`src/rtl/inventory_ctrl_if.sv`:
```
// inventory_ctrl_if: memory bus between the stock controller and its stock memory
// master (controller): drives mem_addr, mem_set, mem_value; reads mem_rdata
// slave (memory): returns mem_rdata one cycle after mem_addr, writes on mem_set
interface inventory_ctrl_if;
  logic [7:0] mem_addr, mem_rdata, mem_value;
  logic mem_set;
  modport master(output mem_addr, mem_set, mem_value, input mem_rdata);
  modport slave(input mem_addr, mem_set, mem_value, output mem_rdata);
endinterface

```
`src/rtl/inventory_ctrl.sv`:
```
// inventory_ctrl: add/remove stock transactions against an external stock memory
// clk, rst_n (sync, active-low); mode 1=add 0=remove; c_q 1=code 0=quantity on save
// in operand switches; save/submit active-low async pushbuttons; mem memory bus (master)
// out resulting stock; status 00 none 01 ok 10 saturated 11 insufficient; busy; done pulse
module inventory_ctrl (
  input  logic             clk,
  input  logic             rst_n,
  input  logic             mode,
  input  logic             c_q,
  input  logic [7:0]       in,
  input  logic             save,
  input  logic             submit,
  inventory_ctrl_if.master mem,
  output logic [7:0]       out,
  output logic [1:0]       status,
  output logic             busy,
  output logic             done
);
  typedef enum logic [2:0] {IDLE, READ, CALC, WRITE, DONE} state_t;
  state_t r_state, w_next;
  // [0],[1] synchronizer, [2] previous synchronized level for edge detection
  logic [2:0] r_sv, r_sb;
  // r_vld[1] marks that the synchronizer output holds a real pin sample, so a
  // button held low through reset release is never mistaken for a falling edge
  logic [1:0] r_vld;
  logic [7:0] r_code, r_quant, r_wval, r_out;
  logic [1:0] r_pst, r_status;
  logic r_mode;
  logic w_save_ev, w_sub_ev, w_short;
  logic [8:0] w_sum;
  logic [7:0] w_val;
  logic [1:0] w_st;
  assign w_save_ev = r_sv[2] & ~r_sv[1];
  assign w_sub_ev = r_sb[2] & ~r_sb[1] & ~w_save_ev;
  assign w_sum = {1'b0, mem.mem_rdata} + {1'b0, r_quant};
  assign w_short = ~r_mode & (r_quant > mem.mem_rdata);
  assign w_val = r_mode ? (w_sum[8] ? 8'hff : w_sum[7:0]) : (w_short ? mem.mem_rdata : mem.mem_rdata - r_quant);
  assign w_st = r_mode ? (w_sum[8] ? 2'b10 : 2'b01) : (w_short ? 2'b11 : 2'b01);
  always_comb begin
    w_next = IDLE;
    w_next = r_state == IDLE  ? (w_sub_ev ? READ : IDLE) :
             r_state == READ  ? CALC :
             r_state == CALC  ? (w_short ? DONE : WRITE) :
             r_state == WRITE ? DONE : IDLE;
  end
  always_ff @(posedge clk) begin
    if (!rst_n) begin
      r_state <= IDLE;
      r_sv <= 3'b011;
      r_sb <= 3'b011;
      r_vld <= 2'b00;
      r_code <= '0;
      r_quant <= '0;
      r_wval <= '0;
      r_out <= '0;
      r_pst <= '0;
      r_status <= '0;
      r_mode <= 1'b0;
    end else begin
      r_state <= w_next;
      r_sv <= {r_sv[1] & r_vld[1], r_sv[0], save};
      r_sb <= {r_sb[1] & r_vld[1], r_sb[0], submit};
      r_vld <= {r_vld[0], 1'b1};
      if (r_state == IDLE && w_save_ev && c_q) r_code <= in;
      if (r_state == IDLE && w_save_ev && !c_q) r_quant <= in;
      if (r_state == IDLE && w_sub_ev) r_mode <= mode;
      if (r_state == CALC) begin
        r_wval <= w_val;
        r_pst <= w_st;
      end
      if (w_next == DONE) begin
        r_out <= r_state == CALC ? w_val : r_wval;
        r_status <= r_state == CALC ? w_st : r_pst;
      end
    end
  end
  // gating with rst_n keeps a reset asserted during WRITE from committing the write
  assign mem.mem_set = (r_state == WRITE) & rst_n;
  assign mem.mem_addr = r_code;
  assign mem.mem_value = r_wval;
  assign out = r_out;
  assign status = r_status;
  assign busy = r_state != IDLE;
  assign done = r_state == DONE;
endmodule

```
`src/flat_wrapper.sv`:
```
// flat-port wrapper written by rule: the top's interface ports become plain ports
module inventory_ctrl_flat 
  (clk, rst_n, mode, c_q, in, save, submit, out, status, busy, done, mem_mem_addr, mem_mem_set, mem_mem_value, mem_mem_rdata);
  inventory_ctrl_if mem_i ();
  input  logic clk;
  input  logic rst_n;
  input  logic mode;
  input  logic c_q;
  input  logic [7:0] in;
  input  logic save;
  input  logic submit;
  output logic [7:0] out;
  output logic [1:0] status;
  output logic busy;
  output logic done;
  output wire logic [$bits(mem_i.mem_addr)-1:0] mem_mem_addr;
  output wire logic [$bits(mem_i.mem_set)-1:0] mem_mem_set;
  output wire logic [$bits(mem_i.mem_value)-1:0] mem_mem_value;
  input wire logic [$bits(mem_i.mem_rdata)-1:0] mem_mem_rdata;
  assign mem_mem_addr = mem_i.mem_addr;
  assign mem_mem_set = mem_i.mem_set;
  assign mem_mem_value = mem_i.mem_value;
  assign mem_i.mem_rdata = mem_mem_rdata;
  inventory_ctrl u_core (.clk(clk), .rst_n(rst_n), .mode(mode), .c_q(c_q), .in(in), .save(save), .submit(submit), .mem(mem_i), .out(out), .status(status), .busy(busy), .done(done));
endmodule
```
`config.mk`:
```
export PLATFORM = sky130hd
export DESIGN_NAME = inventory_ctrl_flat
export DESIGN_NICKNAME = d
export VERILOG_FILES = /design/src/rtl/inventory_ctrl_if.sv /design/src/rtl/inventory_ctrl.sv /design/src/flat_wrapper.sv
export SDC_FILE = /design/constraint.sdc
export NUM_CORES = 1
export LEC_CHECK = 0
export ABC_AREA = 1
export ABC_CLOCK_PERIOD_IN_PS = 4750
export CAP_MARGIN = 25
export CORE_ASPECT_RATIO = 1.75
export CORE_UTILIZATION = 35
export DETAILED_ROUTE_END_ITERATION = 6
export REMOVE_ABC_BUFFERS = 1
export SLEW_MARGIN = 20
export SYNTH_ARGS = -nofsm -noshare
export SYNTH_HDL_FRONTEND = slang
export SYNTH_SLANG_ARGS = --single-unit
```
`constraint.sdc`:
```
create_clock -name clk -period 4.75 [get_ports clk]
set_input_delay 0.95 -clock clk [delete_from_list [all_inputs] [get_ports clk]]
set_output_delay 0.95 -clock clk [all_outputs]
set_load 0.03 [all_outputs]
```
==> results.tsv <==
metric	value	unit
ys_types	34	
hpwl	4.81	mm
post_drt_wl_per_cell	12.2	um
worst_ep_required_time	3.80	ns
min_path_type	register to register	
seq_area_frac_synth	0.364	
antenna_cells	0	
utilization	0.464	
p_per_area	280	mW/mm^2
grt_usage	0.176	
synthCells	373	
max_freq	283	MHz
antenna_found_initial	0	
met3WireLength	194	um
worstMarginPinSlew	0.540	ns
pwr-share-clk	0.448	
reg2regPathDepth	11	
worstPathArrival	2.58	ns
internal_power	0.731	mW
finalMaxSlewViolations	0	
postCtsHoldBufs	0	
first_iter_violations	89	
final_nets	458	
cts_buffers	5	
clock-root-buffer	clkbuf_16	
grt_max_degree	31	
cp-endpoint	mem_mem_set	
startpoint	rst_n	
area_delta_synth_final	27.4	%
clk_path_buf_depth	2	
vdd_ir_drop_max	0.180	mV
cts_setup_buffers	0	
coreArea	0.00723	sq mm
p_comb_frac	0.115	
routed_wl	6.18	mm
drive_gt1_frac	0.0883	
viasPerCell	4.84	
drc_errors	0	
die_area	0.00790	sq mm
gp_congestion	0.852	
fin_worst_skew	0.00383	ns
cts_tree	built	
gr-total-overflow	0	
synth.mux.area_fraction	0	
yosys.area_share.simple	0.264	
synth-compound-area-share	0.159	
yosys_register_bits	48	
first_pass_iters	4	
synth_area	0.00264	sq mm
synthXorXnorAreaFrac	0.00664	
min_delay_path_depth	2	
tns	0	ns
cap_violations	0	
fin_cells	505	
port_buffers	50	
netSwitchingFraction	0.223	
hold_ws	0.412	ns
clk_latency	0.28	ns
grt_pass1_vias	2445	
power.leakage	1.49	nW
outcome	finished clean	
regToRegStartpoint	u_core.r_quant[6]	
clkTransAtPathRegs	0.06	ns
dpl_cell_area	0.00318	sq mm
h-tree-depth	2	
dieHeight	117	um
fin_area	0.00336	sq mm
hold_viol	0	
pwr-share-seq	0.437	
wl_met1	2.47	mm
timing.final.ws_setup	1.22	ns
fill_cells	769	
synthAdderAreaFrac	0.0911	
slew_headroom	0.639	
die_w	67.6	um
vias	2442	
critical_path_class	input port to output port	
setup_viol	0	
syn_avg_cell_area	7.07	sq um
highest_layer	met4	
critPathLaunchType	input port	
place_ws	1.21	ns
period_minus_slack	3.53	ns
p_sw	0.209	mW
endpoint_kind	output port	
grt_pass1_wl	10.6	mm
rsz0062_at_grt	no	
wl_met2	3.38	mm
postRouteAntennaNets	0	
p_total	0.940	mW
ioPinCount	51	
synthesis.yosys.warnings	0	
start_util	0.365	
r2r_slack	2.36	ns
post-place-cells	497	
cts_resized	0	
synth_top_family_by_area	simple AND/OR/NAND/NOR gates	
cts.sinks	48	
std_cell_rows	41	
r2r-end	u_core.out[3]	
timing.final.crit_share	0.744	
cp_max_fo	30	
==> synth_stat cells, drive strengths merged <==
| library cell | instances | area (sq um) |
|---|---|---|
| a21o | 1 | 7.51 |
| inv | 56 | 210 |
| nand3b | 2 | 15.0 |
| or3 | 1 | 6.26 |
| nand3 | 25 | 135 |
| ha | 16 | 200 |
| o211ai | 1 | 7.51 |
| dfxtp | 48 | 961 |
| or2 | 12 | 75.1 |
| nand4 | 3 | 18.8 |
| xor2 | 2 | 17.5 |
| fa | 2 | 40.0 |
| o21a | 1 | 7.51 |
| nor3 | 6 | 35.0 |
| o21ai | 34 | 174 |
| nor2 | 30 | 123 |
| nand2 | 74 | 283 |
| o22ai | 1 | 6.26 |
| a21oi | 42 | 218 |
| clkbuf | 6 | 22.5 |
| and2 | 1 | 6.26 |
| buf | 9 | 68.8 |
==> worst max-delay path, cell delays in order <==
cell	delay [ns]
clkdlybuf4s50_1	0.45
buf_4	0.27
inv_1	0.10
nor2_1	0.12
clkdlybuf4s50_1	0.67
==> how the worst min path moves through the flow <==
stage	from	endpoint	slack [ns]
6_report	u_core.r_vld[0]	u_core.r_vld[1]	0.41
4_1_cts	u_core.r_vld[0]	u_core.r_vld[1]	0.42
3_5_place_dp	u_core.r_vld[0]	u_core.r_vld[1]	0.40
5_1_grt	u_core.r_sv[0]	u_core.r_sv[1]	0.43
2_1_floorplan	u_core.r_vld[0]	u_core.r_vld[1]	0.39
3_3_place_gp	u_core.r_sb[0]	u_core.r_sb[1]	0.40
==> metal layers <==
| metal | vias up | global-route usage |
|---|---|---|
| li1 | 1276 | - |
| met3 | 12 | 0.0300 |
| met4 | 0 | 0.0723 |
| met2 | 42 | 0.327 |
| met5 | - | 0 |
| met1 | 1112 | 0.188 |
==> state kept, by name (all words and copies together) (netlist names), 2 cells and up <==
name,count
u_core.r_vld,2
u_core.status,2
u_core.mem.mem_addr,8
u_core.mem.mem_value,8
u_core.r_state,3
u_core.r_pst,2
u_core.r_quant,8
u_core.r_sv,3
u_core.r_sb,3
u_core.out,8
==> cell families after synthesis <==
family          Yosys count
flops                    48
fa+ha+maj                18
buf+inv                  71
simple gates            154
compound gates           80
xor+xnor                  2
==> cells in the final DEF (no fill, tap or decap), types with 5 or more instances in the layout <==
master and instances:
nand2_1 72, inv_1 51, clkdlybuf4s50_1 50, dfxtp_1 48, a21oi_1 40, nor2_1 28, o21ai_0 26, nand3_1 23
ha_1 16, or2_2 11, o21ai_1 7, inv_2 5, nor3_1 5, clkbuf_16 5
==> layout make-up <==
type	count	area (sq um)	area share
clock buffer	7	153	0.0454
clock inverter	1	30.0	0.00894
inverter	56	210	0.0626
multi-input combinational	254	1380	0.409
sequential	48	961	0.286
tap	86	108	0.0320
timing repair buffer	53	523	0.156
==> power by group through the flow <==
stage | clock network, mW | registers [mW] | logic (mW)
after floorplan | 0 | 0.424 | 0.0585
after global placement | 0 | 0.420 | 0.108
after detailed placement | 0 | 0.420 | 0.109
after CTS | 0.429 | 0.411 | 0.109
after global routing | 0.450 | 0.412 | 0.122
final | 0.421 | 0.411 | 0.108
No activity file was read; power rests on OpenSTA's default activity.
